**src/rtl/lsm_engine_if.sv**
```systemverilog
// Signal bundle for lsm_engine: operation control, register-file access and
// the req/ack memory handshake. The engine side uses the master modport.
interface lsm_engine_if #(
    parameter int DATA_W = 16,
    parameter int ADDR_W = 16,
    parameter int NREG   = 8,
    parameter int REG_AW = 3
);
    logic              start;
    logic              is_store;
    logic              descend;
    logic [NREG-1:0]   reg_mask;
    logic [ADDR_W-1:0] base_addr;
    logic              busy;
    logic              done;
    logic [REG_AW:0]   xfer_count;
    logic [REG_AW-1:0] rf_raddr;
    logic [DATA_W-1:0] rf_rdata;
    logic [REG_AW-1:0] rf_waddr;
    logic [DATA_W-1:0] rf_wdata;
    logic              rf_wen;
    logic              mem_req;
    logic              mem_we;
    logic [ADDR_W-1:0] mem_addr;
    logic [DATA_W-1:0] mem_wdata;
    logic [DATA_W-1:0] mem_rdata;
    logic              mem_ack;

    modport master (
        input  start, is_store, descend, reg_mask, base_addr,
        input  rf_rdata, mem_rdata, mem_ack,
        output busy, done, xfer_count,
        output rf_raddr, rf_waddr, rf_wdata, rf_wen,
        output mem_req, mem_we, mem_addr, mem_wdata
    );

    modport slave (
        output start, is_store, descend, reg_mask, base_addr,
        output rf_rdata, mem_rdata, mem_ack,
        input  busy, done, xfer_count,
        input  rf_raddr, rf_waddr, rf_wdata, rf_wen,
        input  mem_req, mem_we, mem_addr, mem_wdata
    );
endinterface

```
**src/rtl/lsm_engine.sv**
```systemverilog
// Load/store-multiple sequencer: walks a register mask, performing one
// memory transfer per set bit in ascending or descending register order.
module lsm_engine #(
    parameter int DATA_W = 16,
    parameter int ADDR_W = 16,
    parameter int NREG   = 8,
    parameter int REG_AW = 3
) (
    input  logic         clk,
    input  logic         reset,
    lsm_engine_if.master bus
);

    localparam int CNT_W = REG_AW + 1;

    typedef enum logic [2:0] {
        IDLE = 3'd0,
        SCAN = 3'd1,
        MEM  = 3'd2,
        WB   = 3'd3,
        DONE = 3'd4
    } state_t;

    state_t            state_q, state_d;
    logic [NREG-1:0]   mask_q, mask_d;
    logic [ADDR_W-1:0] addr_q, addr_d;
    logic              store_q, store_d;
    logic              desc_q, desc_d;
    logic [REG_AW-1:0] cur_q, cur_d;
    logic [CNT_W-1:0]  cnt_q, cnt_d;
    logic [DATA_W-1:0] cap_q, cap_d;
    logic [REG_AW-1:0] pick;
    logic              in_mem;

    // Select lowest (ascending) or highest (descending) set bit of the remaining mask.
    always_comb begin
        pick = '0;
        for (int unsigned i = 0; i < NREG; i++) begin
            if (desc_q) begin
                if (mask_q[i]) pick = REG_AW'(i);
            end else begin
                if (mask_q[NREG-1-i]) pick = REG_AW'(NREG-1-i);
            end
        end
    end

    // Next-state logic: sequencing, mask retirement, address stepping, counting.
    always_comb begin
        state_d = state_q;
        mask_d  = mask_q;
        addr_d  = addr_q;
        store_d = store_q;
        desc_d  = desc_q;
        cur_d   = cur_q;
        cnt_d   = cnt_q;
        cap_d   = cap_q;
        unique case (state_q)
            IDLE: begin
                if (bus.start) begin
                    mask_d  = bus.reg_mask;
                    addr_d  = bus.base_addr;
                    store_d = bus.is_store;
                    desc_d  = bus.descend;
                    cnt_d   = '0;
                    state_d = SCAN;
                end
            end
            SCAN: begin
                if (mask_q == '0) begin
                    state_d = DONE;
                end else begin
                    cur_d   = pick;
                    state_d = MEM;
                end
            end
            MEM: begin
                if (bus.mem_ack) begin
                    mask_d = mask_q & ~(NREG'(1) << cur_q);
                    addr_d = desc_q ? addr_q - ADDR_W'(1) : addr_q + ADDR_W'(1);
                    cnt_d  = cnt_q + CNT_W'(1);
                    if (store_q) begin
                        state_d = SCAN;
                    end else begin
                        cap_d   = bus.mem_rdata;
                        state_d = WB;
                    end
                end
            end
            WB:      state_d = SCAN;
            DONE:    state_d = IDLE;
            default: state_d = IDLE;
        endcase
    end

    // Output decode from registered state; reset clears state so mem_req/rf_wen drop asynchronously.
    always_comb begin
        in_mem         = (state_q == MEM);
        bus.busy       = (state_q != IDLE);
        bus.done       = (state_q == DONE);
        bus.mem_req    = in_mem;
        bus.mem_we     = in_mem && store_q;
        bus.mem_addr   = in_mem ? addr_q : '0;
        bus.mem_wdata  = in_mem ? bus.rf_rdata : '0;
        bus.rf_raddr   = cur_q;
        bus.rf_waddr   = cur_q;
        bus.rf_wdata   = cap_q;
        bus.rf_wen     = (state_q == WB);
        bus.xfer_count = cnt_q;
    end

    // State and datapath registers.
    always_ff @(posedge clk or negedge reset) begin
        if (!reset) begin
            state_q <= IDLE;
            mask_q  <= '0;
            addr_q  <= '0;
            store_q <= 1'b0;
            desc_q  <= 1'b0;
            cur_q   <= '0;
            cnt_q   <= '0;
            cap_q   <= '0;
        end else begin
            state_q <= state_d;
            mask_q  <= mask_d;
            addr_q  <= addr_d;
            store_q <= store_d;
            desc_q  <= desc_d;
            cur_q   <= cur_d;
            cnt_q   <= cnt_d;
            cap_q   <= cap_d;
        end
    end

endmodule

```
**src/flat_wrapper.sv**
```systemverilog
// flat-port wrapper written by rule: the top's interface ports become plain ports
module lsm_engine_flat 
#(
    parameter int DATA_W = 16,
    parameter int ADDR_W = 16,
    parameter int NREG   = 8,
    parameter int REG_AW = 3
)
  (clk, reset, bus_start, bus_is_store, bus_descend, bus_reg_mask, bus_base_addr, bus_rf_rdata, bus_mem_rdata, bus_mem_ack, bus_busy, bus_done, bus_xfer_count, bus_rf_raddr, bus_rf_waddr, bus_rf_wdata, bus_rf_wen, bus_mem_req, bus_mem_we, bus_mem_addr, bus_mem_wdata);
  lsm_engine_if #(.DATA_W(DATA_W), .ADDR_W(ADDR_W), .NREG(NREG), .REG_AW(REG_AW)) bus_i ();
  input  logic clk;
  input  logic reset;
  input wire logic [$bits(bus_i.start)-1:0] bus_start;
  input wire logic [$bits(bus_i.is_store)-1:0] bus_is_store;
  input wire logic [$bits(bus_i.descend)-1:0] bus_descend;
  input wire logic [$bits(bus_i.reg_mask)-1:0] bus_reg_mask;
  input wire logic [$bits(bus_i.base_addr)-1:0] bus_base_addr;
  input wire logic [$bits(bus_i.rf_rdata)-1:0] bus_rf_rdata;
  input wire logic [$bits(bus_i.mem_rdata)-1:0] bus_mem_rdata;
  input wire logic [$bits(bus_i.mem_ack)-1:0] bus_mem_ack;
  output wire logic [$bits(bus_i.busy)-1:0] bus_busy;
  output wire logic [$bits(bus_i.done)-1:0] bus_done;
  output wire logic [$bits(bus_i.xfer_count)-1:0] bus_xfer_count;
  output wire logic [$bits(bus_i.rf_raddr)-1:0] bus_rf_raddr;
  output wire logic [$bits(bus_i.rf_waddr)-1:0] bus_rf_waddr;
  output wire logic [$bits(bus_i.rf_wdata)-1:0] bus_rf_wdata;
  output wire logic [$bits(bus_i.rf_wen)-1:0] bus_rf_wen;
  output wire logic [$bits(bus_i.mem_req)-1:0] bus_mem_req;
  output wire logic [$bits(bus_i.mem_we)-1:0] bus_mem_we;
  output wire logic [$bits(bus_i.mem_addr)-1:0] bus_mem_addr;
  output wire logic [$bits(bus_i.mem_wdata)-1:0] bus_mem_wdata;
  assign bus_i.start = bus_start;
  assign bus_i.is_store = bus_is_store;
  assign bus_i.descend = bus_descend;
  assign bus_i.reg_mask = bus_reg_mask;
  assign bus_i.base_addr = bus_base_addr;
  assign bus_i.rf_rdata = bus_rf_rdata;
  assign bus_i.mem_rdata = bus_mem_rdata;
  assign bus_i.mem_ack = bus_mem_ack;
  assign bus_busy = bus_i.busy;
  assign bus_done = bus_i.done;
  assign bus_xfer_count = bus_i.xfer_count;
  assign bus_rf_raddr = bus_i.rf_raddr;
  assign bus_rf_waddr = bus_i.rf_waddr;
  assign bus_rf_wdata = bus_i.rf_wdata;
  assign bus_rf_wen = bus_i.rf_wen;
  assign bus_mem_req = bus_i.mem_req;
  assign bus_mem_we = bus_i.mem_we;
  assign bus_mem_addr = bus_i.mem_addr;
  assign bus_mem_wdata = bus_i.mem_wdata;
  lsm_engine #(.DATA_W(DATA_W), .ADDR_W(ADDR_W), .NREG(NREG), .REG_AW(REG_AW)) u_core (.clk(clk), .reset(reset), .bus(bus_i));
endmodule
```
**config.mk**
```make
export PLATFORM = sky130hd
export DESIGN_NAME = lsm_engine_flat
export DESIGN_NICKNAME = d
export VERILOG_FILES = /design/src/rtl/lsm_engine_if.sv /design/src/rtl/lsm_engine.sv /design/src/flat_wrapper.sv
export SDC_FILE = /design/constraint.sdc
export NUM_CORES = 1
export LEC_CHECK = 0
export BUFFER_PORTS_ARGS = -buffer_cell sky130_fd_sc_hd__buf_4
export CORE_ASPECT_RATIO = 0.5
export CORE_MARGIN = 1
export CORE_UTILIZATION = 34
export CTS_CLUSTER_DIAMETER = 150
export DETAILED_ROUTE_END_ITERATION = 8
export PLACE_DENSITY_LB_ADDON = 0.15
export SETUP_SLACK_MARGIN = 0.02
export SLEW_MARGIN = 40
export SYNTH_ARGS = -nofsm -noshare
export SYNTH_HDL_FRONTEND = slang
export SYNTH_SLANG_ARGS = --single-unit
```
**constraint.sdc**
```tcl
create_clock -name clk -period 2.7 [get_ports clk]
set_input_delay 0.54 -clock clk [delete_from_list [all_inputs] [get_ports clk]]
set_output_delay 0.54 -clock clk [all_outputs]
set_load 0.01 [all_outputs]
```
==> results by group, run 1 <==
Pwr
  – Clock power frac: 11.2%
  – Power after layout: 6.05 mW
  – Internal Power: 3.35 mW
  – P per Cell Area: 1330 nW/um2
  – Psw: 2.70 mW
  – Switching share of power: 44.6%
  – Reg power frac: 25.2%
  – Leak Pwr: 2.25 nW
  – Worst ir drop on vdd: 0.000455 V
  – Comb power frac: 63.6%

Flow run
  – Max_cap viols: 0

STA
  – Slew Viols, Final: 0
  – Period Utilization, post-route: 89.3%
  – Final Hold Fails: 0
  – Setup slack after layout: 0.289 ns
  – Setup_tns: 0 ns
  – Slew HR: 54.9%
  – RSZ-0062 raised after global routing: no
  – Highest clock rate: 0.415 GHz
  – Final Critical Period: 2.41 ns
  – Clk_skew: 0.00619 ns
  – Worst Tran Pin Value: 0.676 ns
  – Final setup viols: 0

Finish
  – Final nets: 564
  – Non-filler cells, final: 622
  – Layout cell share with drive strength beyond 1: 34.7%
  – Area of the multi-input gates: 1880 um2
  – N_diodes: 0
  – Register Area: 1300 um2
  – Area Overhead vs Synth: 37.1%
  – Fill count: 955
  – Commonest non-fill, non-tap cells in the layout: buf_4 (134), dfrtp_1 (51), nor2_1 (48), and3_1 (31), nand2_1 (26)
  – Most common cell after layout, fill and taps aside: buf_4

Clock network
  – Total CTS buffers: 5
  – H-Tree Depth: 2
  – Clock Pin Slew Worst Setup and Hold Paths: 0.07 ns
  – Clock sinks: 52
  – CTS tree: built
  – Post-CTS Setup Bufs: 0
  – Bufs on Longest Clock Path: 2
  – Root buffer cell: clkbuf_16
  – Clk Latency, worst-skew pair: 0.31 ns

Drt
  – Routed len/inst: 14.2 um
  – WL final: 8.83 mm
  – Via count: 3038
  – Antenna viol nets, final: 0
  – Iter 0 DRT Violations: 124
  – Vias/cell: 4.88
  – DRC violations left: 0
  – DR pass1 iterations: 4

Synthesis
  – Post-synthesis register bit count: 52
  – Largest family of logic cells by synthesized area: simple AND/OR/NAND/NOR gates
  – Post-synth top area cell: dfrtp_1
  – Simple-gate share of the synthesized area: 20.9%
  – Post-synthesis adder-cell area fraction: 6.26%
  – Synth area leaders: dfrtp_1 (39%), and3_1 (5.8%), mux2_2 (5.8%)
  – Post-synthesis async set-or-reset flop share: 100%
  – Share of the synthesized area in the top cell type: 39.2%
  – Synth cell types: 56
  – Syn nets: 445
  – Area of the mapped netlist: 3320 um2
  – YS warnings: 0
  – Syn avg cell area: 9.04 um2
  – Sequential share of the synthesized area: 39.2%
  – Primary FF master, synth: dfrtp_1
  – Number of flops mapped to enable cells by yosys: 0
  – Synth Instances: 367
  – Post-synthesis mux area share: 7.28%
  – Synth Area in Compound Gates: 18.8%
  – Post-Synth XOR/XNOR Area: 3.43%

Floorplanning
  – DIE WIDTH: 142 um
  – Initial core utilization: 35.1%
  – Die area: 10200 um2
  – Die Ht: 71.9 um
  – Area of the core: 9450 um2
  – Cell Rows: 25
  – # IOs: 125

Placement
  – Pre-CTS setup slack: 0.245 ns
  – Post-DP HPWL: 6.50 mm
  – Placer Congestion: 0.875
  – Placed cell count: 614
  – Buffers added on ports: 124

Global routing
  – First-pass GRT wire length: 14.4 mm
  – Initial antenna violation count: 0
  – Grt ovf: 0
  – Largest net degree at the start of global routing: 53
  – Vias in the first global route: 2877
  – Total track usage: 18.0%

Critical path
  – Critical Path Source Type: flop
  – Crit path max fanout: 9
  – CP Launch Point: u_core.desc_q$_DFFE_PN0P_
  – WS Path Type: flop to flop
  – R2r startpoint: u_core.desc_q$_DFFE_PN0P_
  – Data arrival, critical path: 2.64 ns
  – Worst Path Required: 2.93 ns
  – Critical Path End Type: flop

Run status
  – Status: finished, final reports clean

Min path
  – Hold crit path type: input pin to asynchronous set/reset pin
final timing paths:
kind                                                 endpoint  slack [ns]  cells past startpoint
max                             u_core.addr_q[15]$_DFFE_PN0P_        0.29                      9
min reg2reg                u_core.bus.rf_wdata[6]$_DFFE_PN0P_        0.51                      1
max in group asynchronous           u_core.desc_q$_DFFE_PN0P_        1.94                      1
max reg2reg                     u_core.addr_q[15]$_DFFE_PN0P_        0.29                      9
min                             u_core.addr_q[11]$_DFFE_PN0P_        0.27                      1
min in group clk           u_core.bus.rf_wdata[7]$_DFFE_PN0P_        0.46                      2
flip-flops by register name, summed over array words and instances (netlist names):
name and cells:
u_core.addr_q 16, u_core.bus.rf_raddr 3, u_core.bus.rf_wdata 16, u_core.bus.xfer_count 4, u_core.state_q 3, u_core.store_q 1
u_core.desc_q 1, u_core.mask_q 8
Yosys cell counts (5+ instances only):
master / number
nor2_1: 48
ha_1: 15
o21ai_0: 18
inv_1: 9
a21o_1: 7
nor2b_1: 8
a221oi_1: 6
xnor2_1: 7
dfrtp_1: 52
mux2i_1: 5
xor2_1: 6
nand2_1: 26
clkbuf_1: 13
a21oi_1: 22
and3_1: 31
mux2_2: 17
nand3_1: 7
a31oi_1: 11
what timing repair did:
item | 4_1_cts | 5_1_grt
hold buffers | 0 | 0
endpoints found under the setup margin | 0 | 3
resized for setup | 0 | 1
kinds of logic after synthesis:
| logic type | Yosys count |
|---|---|
| adder cells (fa/ha/maj) | 16 |
| XOR/XNOR | 13 |
| buffers and inverters | 32 |
| flip-flops | 52 |
| multiplexers | 22 |
| AND/OR/NAND/NOR | 140 |
| AO/OA/AOI/OAI | 92 |
power groups by stage:
stage	clock [mW]	sequential, mW	combinational [mW]
2_1_floorplan	0	1.50	2.64
3_3_place_gp	0	1.52	3.84
3_5_place_dp	0	1.53	3.87
4_1_cts	0.702	1.52	3.88
5_1_grt	0.728	1.58	4.30
6_report	0.680	1.52	3.85
cell type report:
class	count	share of cell area (%)
inverters	10	0.825
multi-input cells	283	41.4
well taps	135	3.71
clock buffers	5	2.75
clock inverters	3	0.550
repair buffers	134	22.1
flip-flops and latches	52	28.6
worst max-delay path, cell delays in order (launching register included):
cell      delay (ns)
dfrtp_2         0.49
buf_4           0.19
ha_1            0.38
a21o_1          0.21
a221oi_2        0.27
o21ai_0         0.11
a41o_1          0.25
mux2i_1         0.16
o221ai_1        0.12
a21oi_1         0.16
stage by stage:
stage / util, % / hold WS (ns) / instance area (um2)
3_5_place_dp: 46.6 / 0.496 / 4400
3_3_place_gp: 46.6 / 0.491 / 4400
4_1_cts: 48.1 / 0.294 / 4550
2_1_floorplan: - / 0.244 / 3320
5_1_grt: 48.2 / 0.322 / 4550
6_report: 48.2 / 0.265 / 4550
layer usage:
layer	global-route usage (%)	part of all wire [%]	vias to the layer above
met5	0	0	-
met4	4.66	0.71	0
met3	4.28	4.6	6
met2	28.5	46	65
met1	24.7	49	1403
li1	-	-	1564
No activity file was read; power rests on OpenSTA's default activity.
==> run 2: changes to the inputs <==
--- a/config.mk
+++ b/config.mk
@@ -6,6 +6,8 @@
 export NUM_CORES = 1
 export LEC_CHECK = 0
 export BUFFER_PORTS_ARGS = -buffer_cell sky130_fd_sc_hd__buf_4
+export CELL_PAD_IN_SITES_DETAIL_PLACEMENT = 1
+export CELL_PAD_IN_SITES_GLOBAL_PLACEMENT = 1
 export CORE_ASPECT_RATIO = 0.5
 export CORE_MARGIN = 1
 export CORE_UTILIZATION = 34
==> run 2 against run 1 <==
Net effect:
- via count increased by 3.7%
- flip-flop and latch count is the same
- global-route usage up 2.4 points
- register-to-register slack is essentially flat
- power increased by 1.1%
- die area did not move
- utilization rose by 0.066 points
- clock power down 4.1%
- largest cell class unchanged
==> results by group, run 2 (synthesized netlist as in run 1, its figures left out) <==
Run status
  – Status: finished, final reports clean

Pwr
  – Switching share of power: 45.0%
  – P per Cell Area: 1340 nW/um2
  – Leak Pwr: 2.25 nW
  – Reg power frac: 25.2%
  – Clock power frac: 10.7%
  – Worst ir drop on vdd: 0.000429 V
  – Psw: 2.75 mW
  – Comb power frac: 64.2%
  – Internal Power: 3.36 mW

Finish
  – Area Overhead vs Synth: 37.3%
  – Fill count: 1121
  – N_diodes: 0
  – Layout cell share with drive strength beyond 1: 34.7%
  – Most common cell after layout, fill and taps aside: buf_4
  – Final nets: 564
  – Non-filler cells, final: 622
  – Commonest non-fill, non-tap cells in the layout: buf_4 (134), dfrtp_1 (52), nor2_1 (48), and3_1 (31), nand2_1 (26)
  – Register Area: 1300 um2
  – Area of the multi-input gates: 1900 um2

Floorplanning
  – DIE WIDTH: 142 um
  – Initial core utilization: 35.1%
  – Die area: 10200 um2
  – Area of the core: 9450 um2
  – Cell Rows: 25
  – Die Ht: 71.9 um
  – # IOs: 125

STA
  – Slew HR: 53.3%
  – Final Critical Period: 2.41 ns
  – Clk_skew: 0.00228 ns
  – Final setup viols: 0
  – Highest clock rate: 0.415 GHz
  – Final Hold Fails: 0
  – RSZ-0062 raised after global routing: no
  – Period Utilization, post-route: 89.3%
  – Setup_tns: 0 ns
  – Slew Viols, Final: 0
  – Worst Tran Pin Value: 0.701 ns

Global routing
  – Initial antenna violation count: 0
  – Grt ovf: 0
  – Vias in the first global route: 3240
  – Total track usage: 20.3%
  – First-pass GRT wire length: 16.4 mm
  – Largest net degree at the start of global routing: 53

Clock network
  – Clock sinks: 52
  – H-Tree Depth: 2
  – Clock Pin Slew Worst Setup and Hold Paths: 0.07 ns
  – Root buffer cell: clkbuf_16
  – Bufs on Longest Clock Path: 2
  – Clk Latency, worst-skew pair: 0.29 ns
  – Total CTS buffers: 5
  – CTS tree: built

Critical path
  – R2r startpoint: u_core.desc_q$_DFFE_PN0P_
  – Critical Path End Type: flop
  – R2R cell count: 9
  – Critical Path Source Type: flop
  – Data arrival, critical path: 2.63 ns
  – R2R setup slack: 0.29 ns
  – Crit path max fanout: 19
  – Worst Path Required: 2.92 ns
  – WS Path Type: flop to flop
  – RR Endpoint: u_core.addr_q[12]$_DFFE_PN0P_

Drt
  – Vias/cell: 5.06
  – Routed len/inst: 15.7 um
  – DR pass1 iterations: 4
  – Antenna viol nets, final: 0
  – Via count: 3149
  – Iter 0 DRT Violations: 74
  – WL final: 9.78 mm
  – DRC violations left: 0

Flow run
  – Max_cap viols: 0

Placement
  – Placed cell count: 614
  – Post-DP HPWL: 7.13 mm
  – Buffers added on ports: 124
  – Placer Congestion: 0.789

Min path
  – Hold crit path type: input pin to asynchronous set/reset pin
## run 2: worst max-delay path: stages (launching register included)
cell	delay, ns
dfrtp_1	0.40
buf_4	0.22
ha_1	0.35
nor2b_1	0.18
o311ai_2	0.29
a21oi_1	0.19
a311oi_2	0.31
xnor2_1	0.14
nand2_1	0.07
a31oi_1	0.16
## run 2: repair_timing
action | in CTS | in global routing
hold endpoints to repair | 0 | 0
setup buffers | 0 | 0
hold buffers | 0 | 0
resized for setup | 0 | 2
setup endpoints to repair | 0 | 2
## run 2: metal layers
| layer | up-vias | track usage, % | share of wire, % |
|---|---|---|---|
| met4 | 0 | 2.75 | 0.45 |
| met2 | 53 | 34.8 | 48 |
| met3 | 6 | 4.68 | 4.3 |
| met1 | 1529 | 27.1 | 47 |
| li1 | 1561 | - | - |
| met5 | - | 0 | 0 |
## run 2: final cells by class
class,instances,area share [%]
Tap cell,135,3.71
Sequential cell,52,28.6
Inverter,10,0.824
Clock inverter,2,0.357
Multi-Input combinational cell,283,41.6
Timing Repair Buffer,134,22.1
Clock buffer,6,2.83
## run 2: per-stage QoR
step | total power [mW] | setup slack, ns | area (um2) | util [%] | hold WS [ns]
after CTS | 6.16 | 0.217 | 4540 | 48.1 | 0.314
after global placement | 5.40 | 0.297 | 4400 | 46.6 | 0.493
after floorplan | 4.13 | 0.288 | 3320 | - | 0.244
after global routing | 6.69 | 0.0486 | 4560 | 48.2 | 0.332
final | 6.11 | 0.288 | 4560 | 48.2 | 0.288
after detailed placement | 5.46 | 0.242 | 4400 | 46.6 | 0.498
## run 2: power groups by stage
stage | logic, mW | clock network (mW) | registers [mW]
after floorplan | 2.64 | 0 | 1.50
after global placement | 3.87 | 0 | 1.53
after detailed placement | 3.91 | 0 | 1.55
after CTS | 3.94 | 0.679 | 1.54
after global routing | 4.38 | 0.711 | 1.60
final | 3.92 | 0.652 | 1.54
## run 2: how the worst max path moves through the flow
stage	start	to	slack [ns]	depth (start not counted)
final	u_core.desc_q$_DFFE_PN0P_	u_core.addr_q[12]$_DFFE_PN0P_	0.29	9
after global routing	u_core.desc_q$_DFFE_PN0P_	u_core.addr_q[10]$_DFFE_PN0P_	0.05	9
after CTS	u_core.desc_q$_DFFE_PN0P_	u_core.addr_q[12]$_DFFE_PN0P_	0.22	9
after detailed placement	u_core.desc_q$_DFFE_PN0P_	u_core.addr_q[12]$_DFFE_PN0P_	0.24	9
after global placement	u_core.desc_q$_DFFE_PN0P_	u_core.addr_q[12]$_DFFE_PN0P_	0.30	9
after floorplan	u_core.desc_q$_DFFE_PN0P_	u_core.addr_q[12]$_DFFE_PN0P_	0.29	9
